**src/rtl/alu_pkg.sv**
```systemverilog
// Shared types for the ALU scheduler: op codes, FSM states and compare flags.
package alu_pkg;

  localparam int unsigned OP_W   = 3;
  localparam int unsigned FLAG_W = 3;

  typedef enum logic [OP_W-1:0] {
    ADD = 3'd0,
    SUB = 3'd1,
    AND = 3'd2,
    OR  = 3'd3,
    XOR = 3'd4,
    EQ  = 3'd5,
    MUL = 3'd6,
    DIV = 3'd7
  } op_t;

  typedef enum logic [1:0] {
    IDLE  = 2'd0,
    ISSUE = 2'd1,
    WAIT  = 2'd2,
    RESP  = 2'd3
  } state_t;

  typedef struct packed {
    logic greater;
    logic equal;
    logic less;
  } cmp_flags_t;

  // Only MUL produces a double-width result; everything else is zero-extended.
  function automatic logic is_wide_op(input op_t op);
    return op == MUL;
  endfunction

endpackage

```
**src/rtl/rr_arbiter.sv**
```systemverilog
// Combinational round-robin arbiter: grants the first requester after ptr, wrapping.
module rr_arbiter #(
  parameter int unsigned NUM_REQ = 4,
  parameter int unsigned ID_W    = $clog2(NUM_REQ)
) (
  input  logic [NUM_REQ-1:0] req,
  input  logic [ID_W-1:0]    ptr,
  input  logic               en,
  output logic [NUM_REQ-1:0] gnt_onehot,
  output logic [ID_W-1:0]    gnt_idx
);

  logic [ID_W-1:0] w_cand;
  logic            w_found;

  always_comb begin
    gnt_onehot = '0;
    gnt_idx    = '0;
    w_found    = 1'b0;
    w_cand     = '0;
    for (int unsigned k = 1; k <= NUM_REQ; k++) begin
      w_cand = ID_W'((32'(ptr) + k) % NUM_REQ);
      if (en && !w_found && req[w_cand]) begin
        w_found            = 1'b1;
        gnt_onehot[w_cand] = 1'b1;
        gnt_idx            = w_cand;
      end
    end
  end

endmodule

```
**src/rtl/alu_scheduler.sv**
```systemverilog
// Shares one registered ALU among NUM_REQ requesters: round-robin grant, then
// IDLE -> ISSUE -> WAIT -> RESP; divide-by-zero is trapped without touching the ALU.
module alu_scheduler
  import alu_pkg::*;
#(
  parameter int unsigned WIDTH   = 4,
  parameter int unsigned NUM_REQ = 4,
  parameter int unsigned ID_W    = $clog2(NUM_REQ)
) (
  input  logic                     clk,
  input  logic                     arst,
  input  logic [NUM_REQ-1:0]       req_valid,
  output logic [NUM_REQ-1:0]       req_ready,
  input  logic [NUM_REQ*WIDTH-1:0] req_a,
  input  logic [NUM_REQ*WIDTH-1:0] req_b,
  input  logic [NUM_REQ*OP_W-1:0]  req_op,
  output logic                     rsp_valid,
  input  logic                     rsp_ready,
  output logic [ID_W-1:0]          rsp_id,
  output logic [2*WIDTH-1:0]       rsp_result,
  output logic                     rsp_carry,
  output logic [FLAG_W-1:0]        rsp_flags,
  output logic                     rsp_err,
  output logic                     busy,
  output logic [WIDTH-1:0]         alu_a,
  output logic [WIDTH-1:0]         alu_b,
  output logic [OP_W-1:0]          alu_select,
  output logic                     alu_enable,
  input  logic [2*WIDTH-1:0]       alu_out,
  input  logic                     alu_carry,
  input  logic                     alu_greater,
  input  logic                     alu_equal,
  input  logic                     alu_less
);

  localparam int unsigned     RES_W   = 2 * WIDTH;
  localparam logic [ID_W-1:0] PTR_RST = ID_W'(NUM_REQ - 1);

  state_t           r_state;
  state_t           w_state_nxt;

  logic [WIDTH-1:0] w_a_arr  [NUM_REQ];
  logic [WIDTH-1:0] w_b_arr  [NUM_REQ];
  op_t              w_op_arr [NUM_REQ];

  logic [NUM_REQ-1:0] w_gnt_onehot;
  logic [ID_W-1:0]    w_gnt_idx;
  logic               w_arb_en;
  logic               w_grant;
  logic               w_div0;
  logic               w_rsp_fire;
  logic               w_alu_active;
  logic [RES_W-1:0]   w_alu_res;

  logic [WIDTH-1:0]   r_a;
  logic [WIDTH-1:0]   r_b;
  op_t                r_op;
  logic [ID_W-1:0]    r_id;
  logic [ID_W-1:0]    r_ptr;
  logic [RES_W-1:0]   r_rsp_result;
  logic               r_rsp_carry;
  cmp_flags_t         r_rsp_flags;
  logic               r_rsp_err;

  // Unpack the flat requester buses into per-requester views.
  for (genvar gi = 0; gi < NUM_REQ; gi++) begin : g_split
    assign w_a_arr[gi]  = req_a[gi*WIDTH +: WIDTH];
    assign w_b_arr[gi]  = req_b[gi*WIDTH +: WIDTH];
    assign w_op_arr[gi] = op_t'(req_op[gi*OP_W +: OP_W]);
  end

  // Arbitration only in IDLE and never while reset is asserted.
  assign w_arb_en = arst && (r_state == IDLE);

  rr_arbiter #(
    .NUM_REQ (NUM_REQ),
    .ID_W    (ID_W)
  ) u_arb (
    .req        (req_valid),
    .ptr        (r_ptr),
    .en         (w_arb_en),
    .gnt_onehot (w_gnt_onehot),
    .gnt_idx    (w_gnt_idx)
  );

  assign w_div0     = (w_op_arr[w_gnt_idx] == DIV) && (w_b_arr[w_gnt_idx] == '0);
  assign w_rsp_fire = (r_state == RESP) && rsp_ready;

  always_ff @(posedge clk) begin
    if (!arst) begin
      r_state <= IDLE;
    end else begin
      r_state <= w_state_nxt;
    end
  end

  always_comb begin
    w_state_nxt = r_state;
    req_ready   = '0;
    w_grant     = 1'b0;
    case (r_state)
      IDLE: begin
        if (|w_gnt_onehot) begin
          req_ready   = w_gnt_onehot;
          w_grant     = 1'b1;
          w_state_nxt = w_div0 ? RESP : ISSUE;
        end
      end
      ISSUE:   w_state_nxt = WAIT;
      WAIT:    w_state_nxt = RESP;
      RESP:    if (rsp_ready) w_state_nxt = IDLE;
      default: w_state_nxt = IDLE;
    endcase
  end

  // Non-MUL results only carry WIDTH meaningful bits.
  assign w_alu_res = is_wide_op(r_op) ? alu_out : RES_W'(alu_out[WIDTH-1:0]);

  always_ff @(posedge clk) begin
    if (!arst) begin
      r_a          <= '0;
      r_b          <= '0;
      r_op         <= ADD;
      r_id         <= '0;
      r_ptr        <= PTR_RST;
      r_rsp_result <= '0;
      r_rsp_carry  <= 1'b0;
      r_rsp_flags  <= '0;
      r_rsp_err    <= 1'b0;
    end else begin
      if (w_grant) begin
        r_a         <= w_a_arr[w_gnt_idx];
        r_b         <= w_b_arr[w_gnt_idx];
        r_op        <= w_op_arr[w_gnt_idx];
        r_id        <= w_gnt_idx;
        r_rsp_err   <= w_div0;
        r_rsp_carry <= 1'b0;
        if (w_div0) begin
          r_rsp_result <= '1;
          r_rsp_flags  <= '0;
        end
      end
      if (r_state == WAIT) begin
        r_rsp_result        <= w_alu_res;
        r_rsp_carry         <= alu_carry && (r_op == ADD);
        r_rsp_flags.greater <= alu_greater;
        r_rsp_flags.equal   <= alu_equal;
        r_rsp_flags.less    <= alu_less;
      end
      if (w_rsp_fire) begin
        r_ptr <= r_id;
      end
    end
  end

  // ALU inputs are held for ISSUE and WAIT so the compare flags stay valid at capture.
  assign w_alu_active = (r_state == ISSUE) || (r_state == WAIT);
  assign alu_a        = w_alu_active ? r_a : '0;
  assign alu_b        = w_alu_active ? r_b : '0;
  assign alu_select   = w_alu_active ? OP_W'(r_op) : '0;
  assign alu_enable   = (r_state == ISSUE);

  assign rsp_valid  = (r_state == RESP);
  assign busy       = (r_state != IDLE);
  assign rsp_id     = r_id;
  assign rsp_result = r_rsp_result;
  assign rsp_carry  = r_rsp_carry;
  assign rsp_flags  = r_rsp_flags;
  assign rsp_err    = r_rsp_err;

endmodule
```
**config.mk**
```make
export PLATFORM = sky130hd
export DESIGN_NAME = alu_scheduler
export DESIGN_NICKNAME = d
export VERILOG_FILES = /design/src/rtl/alu_pkg.sv /design/src/rtl/rr_arbiter.sv /design/src/rtl/alu_scheduler.sv
export SDC_FILE = /design/constraint.sdc
export NUM_CORES = 1
export LEC_CHECK = 0
export CAP_MARGIN = 20
export CORE_MARGIN = 5
export CORE_UTILIZATION = 38
export DETAILED_ROUTE_END_ITERATION = 6
export PLACE_DENSITY = 0.77
export SLEW_MARGIN = 20
export SYNTH_ARGS = -nofsm -noshare
export SYNTH_HDL_FRONTEND = slang
export SYNTH_HIERARCHICAL = 1
export SYNTH_SLANG_ARGS = --single-unit
export TNS_END_PERCENT = 10
```
**constraint.sdc**
```tcl
create_clock -name clk -period 3.6 [get_ports clk]
set_input_delay 0.9 -clock clk [delete_from_list [all_inputs] [get_ports clk]]
set_output_delay 0.9 -clock clk [all_outputs]
set_load 0.02 [all_outputs]
```
### Word level (Yosys, flattened, before mapping)

Cells that the tools add are included.

* word-level logic and storage cells: 120
* ROM bits: 0
* bits of input ports: 63
* bits in latches: 0
* register bits: 30
* memories: 0
* RAM bits: 0

* $lt $le $gt $ge: 9
* mux-type cells: 56
* reductions and logical operators: 28
* bitwise logic cells: 4
* divide/modulo/power cells: 0
* shifts and indexed selects: 0
* add/subtract/negate cells: 4
* multiply operators: 0
* equal/unequal tests: 7

Operators by type and width (count)
* $mux 4: 12
* $mux 8: 4
* $mux 3: 6
* $bmux 4 s2: 2
* $logic_and 1x1->1: 15
* $mux 1: 15
* $mux 2: 7
* $lt 2x3->1 const B: 4
* $or 4x4->4: 3
* $bmux 1 s2: 4
* $demux 1 s2: 4
* $ge 2x1->1 const B: 4
* $pmux 2 s4: 1
* $bmux 3 s2: 1
* $eq 3x3->1 const B: 2
* $reduce_bool 2->1: 3
* $add 2x1->2 const B: 2
* $add 2x2->2 const B: 2
* $eq 2x2->1 const B: 2
* $logic_not 4->1: 1
* $ne 2x1->1 const B: 2
* $reduce_and 2->1: 2
* $reduce_or 4->1: 1
* $ge 3x3->1 const B: 1
* 6 further kinds: 8

### Depth between registers and ports, before layout

Gate-level depths: netlist (run 1).

* word-level depth: 26
* mapped depth: 13
* mapped depth without buffers: 10

### By module

Netlist (run 1), hierarchy kept.

Modules (own cells, without submodules)
* alu_scheduler: times used 1, cells each 174, area an instance 1675.4 sq um, seq. area each 600.6 sq um
* rr_arbiter: times used 1, cells each 48, area an instance 446.7 sq um, seq. area each 0.0 sq um

### Worst setup path after synthesis (run 1)

No wires, ideal clock.

* kind: input to register
* start point: input req_valid[2]
* end point: register r_rsp_result[0] (netlist: rsp_result[0])
* data arrival time: 3.428 ns
* buffers on the path: 3
* slack: 0.051 ns
* library setup time: 0.122 ns
* stages: 10
* cells stage by stage: mux4_2 buf_6 o21bai_1 a21oi_1 buf_6 mux4_1 nor2b_1 and4_4 buf_6 o311a_1

* cells in the longest elaborated chain, start to end: 24
* elaborated cells on any way between the ends: 48

RTL lines
* from (decl): RTL line alu_scheduler.sv:12 `input logic [NUM_REQ-1:0] req_valid,`
* $bmux 1 s2: RTL line rr_arbiter.sv:23 `if (en && !w_found && req[w_cand]) begin`
* $mux 1 (implied by the code): RTL line rr_arbiter.sv:23
* $logic_and 1x1->1: RTL line rr_arbiter.sv:23
* $mux 1: RTL line rr_arbiter.sv:23
* $logic_not 1->1: RTL line rr_arbiter.sv:23
* $logic_and 1x1->1 (2 in series): RTL line rr_arbiter.sv:23
* $mux 1: RTL line rr_arbiter.sv:23
* $logic_not 1->1: RTL line rr_arbiter.sv:23
* (+7 left out)
* named net w_gnt_idx[0]: RTL line alu_scheduler.sv:47 `logic [ID_W-1:0] w_gnt_idx;`
* $not 2->3 (implied by the code) *: RTL line alu_scheduler.sv:86 `assign w_div0 = (w_op_arr[w_gnt_idx] == DIV) && (w_b_arr[w_gnt_idx] == '0);`
* $bmux 3 s2 or $bmux 4 s2 (tied branches): RTL line alu_scheduler.sv:86
* $mux 3 (implied by the code) or $mux 4 (tied branches) (2 in series): RTL line alu_scheduler.sv:86
* $eq 3x3->1 or $logic_not 4->1 (tied branches): RTL line alu_scheduler.sv:86
* $logic_and 1x1->1 *: RTL line alu_scheduler.sv:86
* $reduce_bool 2->1 (no line) *
* $reduce_and 2->1 (no line) *
* to (signal assigned): RTL line alu_scheduler.sv:144 `r_rsp_result <= w_alu_res;`
* to (decl): RTL line alu_scheduler.sv:60 `logic [RES_W-1:0] r_rsp_result;`

Mark *: on every way through the listed nets, which the timed path passes. The rest lies on a longest branch. The select of a mux whose other input is x is not followed.
A chain may end at the register's enable or synchronous reset.

### Worst setup path in the final report (run 1)

* start point: input req_valid[2]
* end point: output req_ready[0]

* cells in the longest elaborated chain, start to end: 19
* elaborated cells on any way between the ends: 31

RTL lines
* $bmux 1 s2: RTL line rr_arbiter.sv:23
* $mux 1 (implied by the code): RTL line rr_arbiter.sv:23
* $logic_and 1x1->1: RTL line rr_arbiter.sv:23
* $mux 1: RTL line rr_arbiter.sv:23
* $logic_not 1->1: RTL line rr_arbiter.sv:23
* $logic_and 1x1->1 (2 in series): RTL line rr_arbiter.sv:23
* $mux 1: RTL line rr_arbiter.sv:23
* $logic_not 1->1: RTL line rr_arbiter.sv:23
* $logic_and 1x1->1 (2 in series): RTL line rr_arbiter.sv:23
* $mux 1: RTL line rr_arbiter.sv:23
* $logic_not 1->1: RTL line rr_arbiter.sv:23
* $logic_and 1x1->1 (2 in series): RTL line rr_arbiter.sv:23
* $mux 4 *: RTL line rr_arbiter.sv:23
* named net w_gnt_onehot[0]: RTL line alu_scheduler.sv:46 `logic [NUM_REQ-1:0] w_gnt_onehot;`
* $reduce_or 4->1: RTL line alu_scheduler.sv:103 `if (|w_gnt_onehot) begin`
* $mux 4 *: RTL line alu_scheduler.sv:103
* $mux 4 *: RTL line alu_scheduler.sv:101 `case (r_state)`
* to (decl): RTL line alu_scheduler.sv:13 `output logic [NUM_REQ-1:0] req_ready,`

Marks and branches as above.

==> metrics.txt, run 1 <==
most frequent cells in the layout clkdlybuf4s50_1, nand2_1, buf_4; CP max FO 7; total wire length 6170 um; largest net degree at the start of global routing 34; Overflow after GRT 0; vias post-DR 2152; fraction of registers with async set or reset after synthesis 0%; Yosys cell types 35; Detail Route Antenna Nets 0; synth warn 6; Die ar. a little over 7000 um^2; DRC 0; Synth area leader dfxtp_1; static leakage roughly 1.4 nW; vias per cell between 5 and 6; nets between 400 and 500; placed cell count 401; Root Buffer clkbuf_8; post-synthesis adder-cell area fraction about 6.5%; Synth Area in Simple Gates about a quarter; max incr delay on CP approximately 510 ps; Place WS -617 ps; RSZ-0062 raised after global routing false; post-synthesis cell count around 220; CTS tree yes; CTS Buffer Depth 2; Final Max Slew Viols 0; Pwr Density a little under 500 nW/um^2; maximum vdd drop 0.240 mV; number of global-route vias before repair around 2000; Starting Density between 30% and 40%; IO buf count 95; part of the cycle the worst path needs 95.6%; Total GRT Usage 16.3%; core area 5470 um^2; number of synthesized flops with an enable pin 0; DR pass1 iterations 4; IO Count 96; flop2flop setup slack roughly 330 ps; commonest non-fill, non-tap cell in the layout clkdlybuf4s50_1; setup total negative slack 0 ps; CP Capture Type output pin; # H-tree levels 2; initial DRC count between 60 and 70; setup violators final 0; initial antenna violation count 0; Worst Setup Slack, final between 150 and 200 ps; Primary FF master, synth dfxtp_1; post-DP HPWL approximately 4700 um; Critical Path Source Type primary input; fillcell total about 500; Synth Cell Area ~2100 um^2; total power ~1.6 mW; slowest CP cell mux4_2; Fmax achieved approximately 290 MHz; TritonCTS Sinks 30; type of the most critical hold path flip-flop to flip-flop; Clock Skew slightly above 4 ps; Die Y roughly 85 um; synth top area cells dfxtp_1, mux4_1, mux4_2, nand2_1, ha_1; Layout area overhead 60.0%; worst endpoint required time approximately 2700 ps; Reg area 601 um^2; post-synthesis mux area share about a fifth; largest family of logic cells by synthesized area simple AND/OR/NAND/NOR gates; synthesized area per cell around 9.6 um^2; Net Count, Synth roughly 300; wire length per cell 14.9 um; Max-Cap Viols 0; GP Congestion about 0.76; status finished, final reports clean; share of the synthesized area in the top cell type between 20% and 30%; worst hold slack between 400 and 500 ps; ratio of cells with drive above 1 in the final layout between 15 and 20%; Critical Path AT approximately 2500 ps; post-synthesis compound-gate area fraction 17.3%; XOR/XNOR Fraction of Synth Area 0%; Yosys reg bits 30; clk_lat worst skew about 280 ps; Chip Width approximately 85 um; Slew @ Worst Pin approximately 730 ps; critical path cell sequence clkbuf_2 > mux4_2 > buf_6 > buf_4 > nand2_1 > a21boi_0 > a221o_1 > and2_1 > buf_2; clk slew on worst S/H paths 60 ps; fin cells 415; clock buffer count from CTS 5; ant diodes 0; final hold vios 0; CP Class primary input to output pin; post-route minimum period around 3400 ps; # rows 27; post-synthesis sequential area ratio 28.3%; footprint of the multi-input gates 1430 um^2; max_slew headroom between 50% and 60%; first-pass GRT wire length 9600 um
-- layout make-up --
| type | count | area share, % |
|---|---|---|
| Multi-Input combinational cell | 170 | 42.2 |
| Timing Repair Buffer | 127 | 34.2 |
| Sequential cell | 30 | 17.7 |
| Tap cell | 72 | 2.65 |
| Clock buffer | 7 | 2.25 |
| Inverter | 9 | 0.995 |
-- layer usage --
metal	routed length, um	track usage (%)	share of wire (%)	vias to the layer above
met5	0	0	0	-
li1	-	-	-	1058
met3	409	4.02	6.6	10
met2	3010	28.3	49	83
met1	2640	19.5	43	1001
met4	112	5.32	1.8	0
-- critical path: cells and delay by family --
family / cells / cell delay, ps
AOI/OAI and AO/OA: 2 / 360
buffers and inverters: 4 / 550
muxes: 1 / 510
and+or+nand+nor: 2 / 220
-- what timing repair did --
item / CTS / global route
hold buffers: 0 / 0
buffers inserted: 0 / 6
setup endpoints to repair: 17 / 17
gates cloned: 0 / 1
pin swaps: 0 / 2
resized for setup: 22 / 20
-- sequential cells by signal, summed over array words and instances, names as in the netlist --
register    count
rsp_result      8
r_a             4
r_b             4
r_op            3
rsp_flags       3
r_ptr           2
r_state         2
rsp_id          2
rsp_carry       1
rsp_err         1
-- kinds of logic after synthesis --
kind of cell / Yosys count
simple gates: 91
compound gates: 49
flops: 30
buf+inv: 23
mux: 18
fa+ha+maj: 11
-- metrics by stage --
| step | util (%) | cell area [um^2] |
|---|---|---|
| global placement | 60.0 | 3280 |
| global route | 62.0 | 3400 |
| detailed placement | 60.0 | 3280 |
| finish | 62.0 | 3400 |
| floorplan | - | 2120 |
| CTS | 61.1 | 3340 |
-- cell usage after synthesis, types with 4 or more instances --
cell type  number
a21boi_0       17
a221o_1         4
and2_1         18
buf_6           4
clkbuf_1       10
dfxtp_1        30
ha_1           11
inv_1           9
mux4_1          8
mux4_2          7
nand2_1        37
nand2b_1        4
nand3_1         7
nand3b_1        8
nor2_1          4
nor2b_1         5
o21ai_0        11
o311a_1         8
-- path summary, 6_finish.rpt --
kind | startpoint | end | depth (start not counted)
worst min register to register | r_b[2] | r_b[2] | 2
worst max register to register | r_ptr[1] | rsp_flags[1] | 12
worst min-delay path | r_b[2] | r_b[2] | 2
worst max-delay path | req_valid[2] | req_ready[0] | 9
-- power by group --
part | leakage (nW) | total, mW | internal [mW] | switching, mW
Sequential | 0.245 | 0.456 | 0.411 | 0.0456
Clock | 0.0383 | 0.248 | 0.133 | 0.115
Combinational | 1.10 | 0.945 | 0.473 | 0.472
Power figures use the tool's default switching activity.
==> inputs of run 2 (changes only) <==
==> constraint.sdc (replaced) <==
create_clock -name clk -period 3.6 [get_ports clk]
set_input_delay 0.9 -clock clk [delete_from_list [all_inputs] [get_ports clk]]
set_output_delay 0.9 -clock clk [all_outputs]
set_load 0.05 [all_outputs]
==> run 2 against run 1 <==
Effect of this change:
- core utilization up 1.1 points
- critical path depth down 3
- first-iteration DRC count up 16%
- sequential share of layout area down 0.29 points
- sequential power about the same
- clock power up 37%
- via count down 1.8%
- final cell count down 0.96%
- clock skew up 2.7 ps
- maximum frequency down 2.7%
==> metrics.txt, run 2 (synthesis gave the netlist of run 1 again) <==
status finished, final reports clean; Switching Power 0.812 mW (+28%); Critical Path AT 2640 ps (+100 ps); fillcell total 483 (-2.8%); final instance area 3450 um^2 (+1.7%); Die Y 84.7 um (unchanged); part of the cycle the worst path needs 98.3% (+2.7 points); Fmax achieved 283 MHz (-2.7%); Die ar. 7180 um^2 (unchanged); initial antenna violation count 0 (unchanged); CP Class primary input to output pin; nets 413 (-0.96%); Worst R2R End rsp_result[5]; TritonCTS Sinks 30 (unchanged); Chip Width 84.7 um (unchanged); Critical Path Source Type primary input; cells on worst reg2reg path 12 (unchanged); clk_lat worst skew 270 ps (about the same); most frequent cells in the layout clkdlybuf4s50_1, nand2_1, dfxtp_1; ratio of cells with drive above 1 in the final layout 18.0% (-1.2 points); DR pass1 iterations 4 (unchanged); core area 5470 um^2 (unchanged); CP max FO 5 (-2); IO Count 96 (unchanged); GP Congestion 0.736 (-2.7%); routed wl met2 3100 um (+3.0%); total power 1.94 mW (+18%); Total GRT Usage 16.5% (+0.21 points); max FFs per register 8 (unchanged); Gate power share 59.0% (+1.7 points); static leakage 1.40 nW (+0.95%); Reg area 601 um^2 (unchanged); worst hold slack 458 ps (+1.21 ps); vias per cell 5.14 (-0.81%); Layout area overhead 62.7%; largest net degree at the start of global routing 34 (unchanged); type of the most critical hold path flip-flop to flip-flop; initial DRC count 80 (+16%); met1 wire length 2640 um (+0.23%); placed cell count 400 (-0.25%); first-pass GRT wire length 9830 um (+2.4%); Starting Density 38.8% (unchanged); post-route minimum period 3540 ps (+97.1 ps); Overflow after GRT 0 (unchanged); Slew @ Worst Pin 749 ps (+15.6 ps); hold_buf cts 0 (unchanged); Final Core Density 63.1% (+1.1 points); vias post-DR 2114 (-1.8%); number of global-route vias before repair 2092 (+3.0%); IO buf count 95 (unchanged); fin cells 411 (-0.96%); total wire length 6180 um (about the same); Detail Route Antenna Nets 0 (unchanged); commonest non-fill, non-tap cell in the layout clkdlybuf4s50_1; flop2flop setup slack 370 ps (+40 ps); DRC 0 (unchanged); RSZ-0062 raised after global routing true; footprint of the multi-input gates 1440 um^2 (+0.35%); Clock Skew 6.71 ps (+2.67 ps); Pwr Density 562 nW/um^2 (+16%); clock buffer count from CTS 5 (unchanged); CTS Buffer Depth 2 (unchanged); clock power share 17.5% (+2.5 points); Placed Instance Area 3280 um^2 (-0.15%); ant diodes 0 (unchanged); Reg2Reg Launch Point r_ptr[1]; # rows 27 (unchanged); setup violators final 0 (unchanged); # H-tree levels 2 (unchanged); CTS tree yes; Final Max Slew Viols 0 (unchanged); crit path to req_ready[3]; maximum vdd drop 0.316 mV (+31%); max_slew headroom 50.1% (-1.0 points); post-DP HPWL 4740 um (+1.8%); CP Capture Type output pin; Max-Cap Viols 0 (unchanged); wire length per cell 15.0 um (+1.1%); WL met3 413 um (+0.98%); Sw Ratio 41.9% (+3.5 points); uppermost layer routed met4; worst endpoint required time 2700 ps (about the same); Root Buffer clkbuf_8; crit path from req_valid[0]; clk slew on worst S/H paths 60 ps (about the same); P_int 1.13 mW (+11%); Sequential Power Share 23.6% (-4.1 points); final hold vios 0 (unchanged)
[run 2: cell count changes in the layout (fill, tap and decap cells not counted), moves of 2 or more]
cell | before | now
a21boi_0 | 17 | 13
a21boi_1 | 0 | 4
buf_2 | 3 | 0
buf_4 | 31 | 26
buf_6 | 2 | 5
clkbuf_1 | 2 | 0
clkbuf_2 | 4 | 0
dlygate4sd2_1 | 0 | 4
[run 2: worst min-delay path by stage]
stage	from	cells after the start	to	slack [ps]
global route	r_a[0]	2	r_a[0]	500
finish	r_b[1]	2	r_b[1]	460
detailed placement	r_b[1]	2	r_b[1]	450
global placement	r_a[2]	2	r_a[2]	450
floorplan	r_a[3]	2	r_a[3]	440
CTS	r_b[1]	2	r_b[1]	460
[run 2: metrics by stage]
step	worst slack, ps	TNS [ps]
2_1_floorplan	50.7	0
5_1_grt	-39.5	-313
3_5_place_dp	-437	-7600
4_1_cts	55.4	0
3_3_place_gp	-339	-5620
6_report	62.9	0
[run 2: power by group through the flow]
stage | sequential (mW) | clock [mW] | combinational (mW)
finish | 0.457 | 0.339 | 1.14
global route | 0.465 | 0.361 | 1.24
CTS | 0.457 | 0.346 | 1.12
detailed placement | 0.464 | 0 | 1.10
global placement | 0.462 | 0 | 1.09
floorplan | 0.577 | 0 | 0.578
[run 2: per-layer routing]
metal  global-route usage (%)  up-vias
li1                         -     1048
met1                     20.9      989
met2                     28.0       75
met3                     5.00        2
met4                     2.73        0
met5                        0        -
[run 2: layout make-up]
cell class / instances / area share, %
Clock buffer: 6 / 2.39
Clock inverter: 1 / 0.870
Inverter: 9 / 0.978
Multi-Input combinational cell: 170 / 41.7
Sequential cell: 30 / 17.4
Tap cell: 72 / 2.61
Timing Repair Buffer: 123 / 34.1
[run 2: worst max-delay path, cell delays in order]
cell and delay (ps):
dlygate4sd2_1 270, mux4_2 550, and3_4 230, a221o_1 350, and2_1 180, buf_6 150
[run 2: what timing repair did]
action	4_1_cts	5_1_grt
buffers inserted	1	3
gates resized for setup	16	9
cloned	0	1
endpoints found under the setup margin	17	14
pin swaps	1	6
==> variant (settings of run 1) <==
Register the output `rsp_flags` once more, with the module's reset; this adds one clock of latency there. The other outputs are not delayed to match.
--- a/src/rtl/alu_scheduler.sv
+++ b/src/rtl/alu_scheduler.sv
@@ -167,3 +167,9 @@
   assign rsp_carry  = r_rsp_carry;
-  assign rsp_flags  = r_rsp_flags;
+  always_ff @(posedge clk) begin
+    if (!arst) begin
+      rsp_flags <= '0;
+    end else begin
+      rsp_flags <= r_rsp_flags;
+    end
+  end
   assign rsp_err    = r_rsp_err;
Function: changed (Yosys sat finds a counterexample within 4 cycles, from zero or initial values and one cycle with arst low).
==> variant against run 1 <==
Synthesized area rose by 4.1%. Setup slack got worse by 0.14 ns. Wire length decreased by 1.9%. Fmax down 3.9%. Total power up 13%. Non-clock buffer count is 4 lower. Design area up 4.3%. Sequential cell count increased by 3. Highest routed layer unchanged.
==> variant: results (changes against run 1) <==
[critical_path]
critPathRequiredTime_ns = 3.82  ; +1.12 ns
r2r-start = r_ptr[1]$_SDFFE_PN1P_
crit_path_max_fanout = 6  ; -1
r2r_slack_ns = 0.15  ; -0.18 ns
cpPeakStageDelay_ns = 0.55  ; +0.04 ns
crit_path_end = rsp_result[3]$_SDFFE_PN0P_
critical-path-top-delay-family = multiplexers
crit_start = req_valid[2]

[cells_and_area]
largest_reg_flops = 8  ; unchanged
fin_nets = 416  ; -0.24%
layout-drive-gt1-share_pct = 18.1  ; -1.2 points

[clocking]
cts_setup_buffers = 7  ; +7
ctsHoldBuffers = 0  ; unchanged
cts-root-buf = clkbuf_8
clkTransAtPathRegs_ns = 0.06  ; about the same
cts_made_buffers = 5  ; unchanged
worstSkewPairLatency_ns = 0.28  ; about the same
post_cts_resize_count = 42  ; +91%
clk_path_buf_depth = 2  ; unchanged

[placed_design]
place_inst = 399  ; -0.50%
place_area_mm2 = 0.00334  ; +1.8%
gp_congestion = 0.840  ; +11%
place_ws_ns = -0.668  ; -0.0505 ns
hpwl_um = 4530  ; -2.9%

[synthesis]
yosys-top-cells-count = 41 x nand2_1, 33 x dfxtp_1, 18 x a21boi_0, 18 x and2_1, 12 x inv_1
synthTopCellsByArea = dfxtp_1 30%, mux4_1 11%, nand2_1 7.0%
syn-num-nets = 300  ; +1.4%
async_flop_share_pct = 0  ; unchanged
synth_top_flop_cell = dfxtp_1
syn_inst = 226  ; +1.8%
synth_cell_types = 38  ; +8.6%
ys_seq_area_share_pct = 29.9  ; +1.6 points
yosys_warnings = 6  ; unchanged

[global_route]
track_usage_pct = 16.4  ; +0.11 points
grt_first_pass_wirelength_um = 9870  ; +2.8%
antenna_found_initial = 0  ; unchanged

[sta]
finalWorstSetupSlack_ns = 0.0203  ; -0.140 ns
tightest_slew_ns = 0.805  ; +0.0710 ns
whs_ns = 0.434  ; -0.0229 ns
skew_ns = 0.00421  ; +0.000171 ns

[min_path]
worstHoldStart = r_rsp_flags[0]$_SDFFE_PN0P_
hold_class = reg2reg
holdPathEnd = rsp_flags[0]$_SDFF_PN0_
hold_depth = 2  ; unchanged

[power]
p_leak_nw = 1.46  ; +5.1%
ir_drop_v = 0.000290  ; +21%
intPower_mw = 1.17  ; +15%
totalPowerFinal_mw = 1.86  ; +13%
powerComb_mw = 1.00  ; +6%
seq_power_share_pct = 27.1  ; -0.6 points

[route]
drt-initial-drc-count = 79  ; +14%
post_drt_wl_per_cell_um = 14.6  ; -1.9%
first_pass_iters = 4  ; unchanged
via_per_inst = 5.25  ; +1.2%

[run_status]
status = completed

[flow_run]
max_cap_viol_count = 0  ; unchanged

## variant: changes by cell type after synthesis, moves of 3 or more
cell,delta
nand3b_1,-3
o21ai_0,-4
dfxtp_1,+3
nand2_1,+4
inv_1,+3
## variant: cell type report
type,count,area (um^2)
clock buffers,7,86.3
clock inverters,1,30.0
fillers,474,2030
inverters,12,45.0
multi-input cells,167,1450
flip-flops and latches,33,661
well taps,72,90.1
repair buffers,123,1180
## variant: cells by family after synthesis
family | Yosys count | synth area share, %
buffers and inverters | 26 | 5.78
adder cells (fa/ha/maj) | 11 | 6.23
flip-flops | 33 | 29.9
AND/OR/NAND/NOR | 89 | 22.0
AO/OA/AOI/OAI | 49 | 17.8
multiplexers | 18 | 18.2
## variant: layer usage
layer / up-vias / share of wire, % / routed length (um) / GRT usage (%)
li1: 1061 / - / - / -
met4: 0 / 1.4 / 83 / 4.82
met1: 1019 / 41 / 2460 / 18.7
met5: - / 0 / 0 / 0
met3: 9 / 9.4 / 571 / 5.32
met2: 89 / 49 / 2940 / 29.1
